<file path="config.mk">
export PLATFORM = sky130hd
export DESIGN_NAME = instruction_fetch
export DESIGN_NICKNAME = d
export VERILOG_FILES = /design/src/rtl/instruction_fetch.sv
export SDC_FILE = /design/constraint.sdc
export NUM_CORES = 1
export LEC_CHECK = 0
export CAP_MARGIN = 20
export CORE_ASPECT_RATIO = 0.75
export CORE_MARGIN = 1
export CORE_UTILIZATION = 47
export DETAILED_ROUTE_END_ITERATION = 12
export PLACE_DENSITY_LB_ADDON = 0.08
export SYNTH_ARGS = -nofsm -noshare
export SYNTH_HDL_FRONTEND = slang
export SYNTH_SLANG_ARGS = --single-unit
</file>
<file path="constraint.sdc">
create_clock -name clk -period 1.8 [get_ports clk]
set_input_delay 0.54 -clock clk [delete_from_list [all_inputs] [get_ports clk]]
set_output_delay 0.54 -clock clk [all_outputs]
set_load 0.03 [all_outputs]
</file>
<file path="src/rtl/instruction_fetch.sv">
// Fetch front end for the 128x8 synchronous program ROM: owns the PC, gathers
// opcode (+ optional operand) and hands complete instructions to execute.
//
// state   | meaning
// --------+-----------------------------------------------------------------
// S_FETCH | pc drives ROM with an opcode address; fault check, pc advances
// S_OP    | opcode byte arrives; decode length, maybe issue operand address
// S_ARG   | operand byte arrives
// S_VALID | instruction presented, held until execute accepts it
// S_FAULT | fetch beyond ROM attempted; frozen until reset
module instruction_fetch #(
    parameter logic [7:0] RESET_PC  = 8'h00,
    parameter int         ROM_DEPTH = 128
) (
    input  logic       clk,
    input  logic       rst_n,
    output logic [7:0] rom_addr,
    input  logic [7:0] rom_data,
    output logic       instr_valid,
    input  logic       instr_ready,
    output logic [7:0] opcode,
    output logic [7:0] operand,
    output logic       has_operand,
    output logic [7:0] instr_pc,
    input  logic       jump_en,
    input  logic [7:0] jump_addr,
    output logic       fetch_fault
);

    typedef enum logic [2:0] {
        S_FETCH,
        S_OP,
        S_ARG,
        S_VALID,
        S_FAULT
    } state_t;

    localparam logic [8:0] ROM_LIMIT = 9'(ROM_DEPTH);

    state_t     state_q;
    logic [7:0] pc_q;
    logic [7:0] opcode_q;
    logic [7:0] operand_q;
    logic       has_operand_q;
    logic [7:0] instr_pc_q;
    logic       valid_q;
    logic       fault_q;

    logic [7:0] pc_inc_d;
    logic       pc_oob_d;
    logic       two_byte_d;

    function automatic logic is_two_byte(input logic [7:0] op);
        return (op >= 8'h86 && op <= 8'h89) ||
               (op >= 8'h96 && op <= 8'h97) ||
               (op >= 8'h20 && op <= 8'h28);
    endfunction

    always_comb begin
        pc_inc_d   = pc_q + 8'd1;
        pc_oob_d   = ({1'b0, pc_q} >= ROM_LIMIT);
        two_byte_d = is_two_byte(rom_data);
    end

    always_ff @(posedge clk or negedge rst_n) begin
        if (!rst_n) begin
            state_q       <= S_FETCH;
            pc_q          <= RESET_PC;
            opcode_q      <= 8'h00;
            operand_q     <= 8'h00;
            has_operand_q <= 1'b0;
            instr_pc_q    <= 8'h00;
            valid_q       <= 1'b0;
            fault_q       <= 1'b0;
        end else begin
            case (state_q)
                S_FETCH: begin
                    if (pc_oob_d) begin
                        state_q <= S_FAULT;
                        fault_q <= 1'b1;
                    end else begin
                        instr_pc_q <= pc_q;
                        pc_q       <= pc_inc_d;
                        state_q    <= S_OP;
                    end
                end
                S_OP: begin
                    opcode_q      <= rom_data;
                    has_operand_q <= two_byte_d;
                    operand_q     <= 8'h00;
                    if (two_byte_d) begin
                        // pc already addresses the operand byte this cycle
                        if (pc_oob_d) begin
                            state_q <= S_FAULT;
                            fault_q <= 1'b1;
                        end else begin
                            pc_q    <= pc_inc_d;
                            state_q <= S_ARG;
                        end
                    end else begin
                        state_q <= S_VALID;
                        valid_q <= 1'b1;
                    end
                end
                S_ARG: begin
                    operand_q <= rom_data;
                    state_q   <= S_VALID;
                    valid_q   <= 1'b1;
                end
                S_VALID: begin
                    if (instr_ready) begin
                        valid_q <= 1'b0;
                        state_q <= S_FETCH;
                        if (jump_en) begin
                            pc_q <= jump_addr;
                        end
                    end
                end
                S_FAULT: begin
                    valid_q <= 1'b0;
                end
                default: begin
                    state_q <= S_FAULT;
                    valid_q <= 1'b0;
                    fault_q <= 1'b1;
                end
            endcase
        end
    end

    assign rom_addr    = pc_q;
    assign instr_valid = valid_q;
    assign opcode      = opcode_q;
    assign operand     = operand_q;
    assign has_operand = has_operand_q;
    assign instr_pc    = instr_pc_q;
    assign fetch_fault = fault_q;

endmodule
</file>
### Word-level counts from Yosys, hierarchy flattened

Cells that the tools add are included.

| operators by class | value |
|---|---|
| div/mod/pow operators | 0 |
| shifts and indexed selects | 0 |
| magnitude comparators | 7 |
| bitwise operators | 4 |
| $add $sub $neg | 1 |
| reductions and logical operators | 14 |
| equal/unequal tests | 8 |
| multiply operators | 0 |
| mux-type cells | 17 |

Operators with widths:

| operator | number |
|---|---|
| $mux W8 | 4 |
| $ge A8 B8 Y1 const B | 3 |
| $pmux W8 S3 | 1 |
| $le A8 B8 Y1 const B | 2 |
| $pmux W8 S2 | 1 |
| $pmux W3 S5 | 1 |
| $mux W3 | 4 |
| $add A8 B1 Y8 const B | 1 |
| $ge A8 B6 Y1 const B | 1 |
| $le A8 B6 Y1 const B | 1 |
| $ne A2 B2 Y1 const B | 4 |
| $eq A3 B2 Y1 const B | 2 |
| $reduce_and A2 Y1 | 3 |
| $mux W1 | 4 |
| $not A1 Y1 | 4 |
| $pmux W1 S4 | 1 |
| $reduce_and A4 Y1 | 1 |
| $eq A3 B1 Y1 const B | 1 |
| $eq A3 B3 Y1 const B | 1 |
| $logic_and A1 B1 Y1 | 3 |
| $logic_not A3 Y1 | 1 |
| $pmux W1 S3 | 1 |
| $reduce_and A3 Y1 | 1 |
| $reduce_bool A3 Y1 | 1 |
| other kinds (3) | 4 |

| word-level totals | value |
|---|---|
| memories | 0 |
| output and inout port bits | 35 |
| RAM bits | 0 |
| bits in read-only memories | 0 |
| register bits | 38 |
| latch bits | 0 |

### Depth between registers and ports, before layout

| depth | value |
|---|---|
| word-level depth | 6 |
| mapped depth | 8 |

### Worst setup path after synthesis

OpenSTA, ideal clock, no wires.

| timing path | value |
|---|---|
| kind | input to register |
| start point | input rom_data[4] |
| end point | register pc_q[1] (netlist: rom_addr[1]) |
| buffers on the path | 0 |
| slack | 0.046 ns |
| stages | 5 |
| library setup time | 0.079 ns |
| data arrival time | 1.675 ns |
| path through | nor4b_2 -> nor3_2 -> or3_4 -> a21oi_4 -> mux2i_1 |

| between the ends | value |
|---|---|
| word-level cells in the longest chain between the ends | 6 |
| elaborated cells between the ends (all ways) | 13 |
| those cells by class | order compare: 6; eq/ne: 1; reduce/logical: 6 |

RTL lines:

| what | RTL line | text |
|---|---|---|
| start, declared | 18 | `input logic [7:0] rom_data,` |
| $ge A8 B8 Y1 (tied with other cells) | 54 | `return (op >= 8'h86 && op <= 8'h89) \|\|` |
| $logic_and A1 B1 Y1, on equally long branches | 54, 55 |  |
| $logic_or A1 B1 Y1 | 54 |  |
| $logic_or A1 B1 Y1 (*) | 55 | `(op >= 8'h96 && op <= 8'h97) \|\|` |
| $ne A2 B2 Y1 (no line) (*) | n/a |  |
| $reduce_and A4 Y1 (no line) (*) | n/a |  |
| end signal, assigned | 83 | `pc_q <= pc_inc_d;` |
| end signal, assigned | 97 | `pc_q <= pc_inc_d;` |
| end signal, assigned | 115 | `pc_q <= jump_addr;` |
| end, declared | 41 | `logic [7:0] pc_q;` |

Mark *: on every way between the ends. The rest lies on a longest branch, timed or not.
A chain may end at the register's enable or synchronous reset.

### Worst setup path in the final report

| timing path | value |
|---|---|
| start point | input rom_data[3] |
| end point | register pc_q[1] (netlist: rom_addr[1]) |

Same word-level chain as after synthesis.

==> metrics.md <==
| Metric | Value |
|---|---|
| Outcome | complete, no violations |
| Register area | about 950 sq um |
| Max VDD drop | approximately 1.2 mV |
| CTS HTree Levels | 2 |
| Gr usage total | 25.6% |
| Most frequent cells in the layout | 37 x dfrtp_1, 37 x dlygate4sd2_1, 26 x buf_4 |
| #FFs+latches synth | 38 |
| Rel. slew slack | 65.4% |
| Pwr/cell area | 1330 nW/um^2 |
| Root buffer selected by CTS | clkbuf_8 |
| Largest net degree at the start of global routing | 39 |
| Wire length per cell | 15.3 microns |
| Avg Cell Area, Syn | 10.6 sq um |
| Critical path arrival | 1.96 ns |
| Yosys Warn Count | 0 |
| Placement Rows | 19 |
| Post-synth EDFFs | 0 |
| Setup CP Type | input port to flop |
| Tcrit/Tclk final | a little over nine tenths |
| Grt total ovfl | 0 |
| Worst-Skew Late Latency | 0.30 ns |
| DR DRC count | 0 |
| Final cell count without fillers | 308 |
| Cells after Synth | approximately 180 |
| Seq/Total Area, Yosys | 51.3% |
| Asr flop ratio synth | 100% |
| Vias in the first global route | between 1500 and 2000 |
| Overall power | 3.60 mW |
| DP HPWL | roughly 3300 microns |
| Cells on worst reg2reg path | 4 |
| Placer congestion estimate | 0.854 |
| Layout Nets | 277 |
| Antenna violation net count after detailed routing | 0 |
| Distinct cells, synth | 41 |
| Clock-pin slew on the worst setup and hold paths | 0.07 ns |
| Crit. End Element | flop |
| Routed via count | 1662 |
| Hold Vio Cnt, Final | 0 |
| Worst Tran Pin Value | 0.519 ns |
| FMAX | 578 MHz |
| CTS buffer count | 5 |
| I/O pin count | 55 |
| Min Tclk post-route | 1.73 ns |
| Synth Net Count | 197 |
| TritonCTS clock tree | built |
| Dpl cells | 298 |
| Req. time, crit path | 2.03 ns |
| Leak | approximately 1.2 nW |
| Routed WL | ~4700 microns |
| Area of the multi-input gates | 877 sq um |
| Area of the die | 4200 sq um |
| # setup viols final | 0 |
| Primary FF master, synth | dfrtp_1 |
| Area grow syn2layout | 46.5% |
| First-pass GRT wire length | around 7900 microns |
| Initial DRC count | between 100 and 150 |
| Clk sinks | 38 |
| Die width | 74.5 microns |
| Cell area after layout | 2710 sq um |
| Area after DPL | 2620 sq um |
| Synth Cell Area | 1850 sq um |
| Tightest Hold Check Type | input port to async pin |
| Core Area | 3710 sq um |
| Height of the die | 56.4 microns |
| Slew Limit Fails | 0 |
| Antenna diodes | 0 |
| Port bufs | 54 |
| CTS max path bufs | 2 |
| Startpoint Class | input port |
| Starting Density | between 40% and 50% |
| Initial antenna violation count | 0 |
| RSZ-0062 raised after global routing | false |
| Pre-Repair DR Iteration Count | 4 |
| Critical Path Fanout Max | 8 |
| Max_cap viols | 0 |
| Fillers | 300 |
| Layout cell share with drive strength beyond 1 | 26.6% |
| Vias per cell | 5.40 |
| Worst Skew | about 0.0052 ns |
Yosys cell counts (2+ instances only):
library cell	number	area share (%)
mux2i_1	4	2.2
a21oi_1	20	5.4
o21ai_0	12	3.2
mux2_2	15	9.1
nand3_1	4	1.1
inv_1	8	1.6
clkbuf_1	3	0.61
nor2_1	9	1.8
nand2_1	18	3.6
ha_1	2	1.4
a22oi_1	8	3.2
and4_1	2	0.95
buf_2	3	0.81
nor3b_1	2	0.81
dfrtp_1	38	51
nand4_1	2	0.68
final timing paths:
check / startpoint / end / slack [ns]
worst max-delay path: rom_data[3] / rom_addr[1] / 0.07
worst min-delay path: rst_n / operand[2] / 0.20
worst max register to register: state_q[2] / rom_addr[2] / 0.14
worst min register to register: fetch_fault / fetch_fault / 0.48
max in group asynchronous: rst_n / state_q[1] / 1.40
min in group clk: fetch_fault / fetch_fault / 0.48
cell families after synthesis:
family	share of synthesized area [%]
DFF	51.3
AOI/OAI and AO/OA	18.1
adders and majority gates	1.35
buffers and inverters	3.51
muxes	11.3
and+or+nand+nor	14.4
metrics by stage:
stage                     setup WS, ns  setup TNS (ns)  util, %  hold slack, ns
after CTS                     0.000951               0     73.3           0.199
after detailed placement        -0.656           -7.20     70.7           0.476
after global placement          -0.539           -5.94     70.7           0.462
final                           0.0698               0     73.2           0.196
after global routing            0.0240               0     73.2           0.214
after floorplan                 0.0457               0        -           0.244
layout make-up:
cell class                 instances  share of cell area [%]
tap                               52                    2.40
inverter                           8                    1.11
sequential                        38                    35.1
timing repair buffer              81                    25.0
clock buffer                       8                    4.06
multi-input combinational        121                    32.3
critical path, stage by stage:
cell and delay, ns:
buf_2 0.14, and4bb_1 0.31, nor3_4 0.07, or3_4 0.40, a21oi_4 0.29, mux2i_1 0.21
sequential cells by signal, indices dropped and copies added (netlist names):
| name | count |
|---|---|
| fetch_fault | 1 |
| has_operand | 1 |
| instr_pc | 8 |
| instr_valid | 1 |
| opcode | 8 |
| operand | 8 |
| rom_addr | 8 |
| state_q | 3 |
power by group:
group | leakage (nW) | total [mW] | switching (mW) | internal (mW)
Clock | 0.0575 | 0.691 | 0.305 | 0.387
Combinational | 0.741 | 1.64 | 1.00 | 0.641
Sequential | 0.430 | 1.26 | 0.139 | 1.13
Total | 1.23 | 3.60 | 1.44 | 2.15
timing repair:
action | 4_1_cts | 5_1_grt
hold buffers | 0 | 0
buffers inserted | 2 | 0
endpoints found under the setup margin | 48 | 10
pin swaps | 4 | 5
gates resized for setup | 50 | 11
layer usage:
layer	vias to the layer above	part of all wire [%]	GRT usage, %	wire, microns
met3	14	5.1	5.75	240
met1	805	48	36.9	2260
met2	52	44	36.4	2090
met4	0	2.5	12.1	120
met5	-	0	0	0
li1	791	-	-	-
Note: power is estimated with default switching activity, not from simulation.
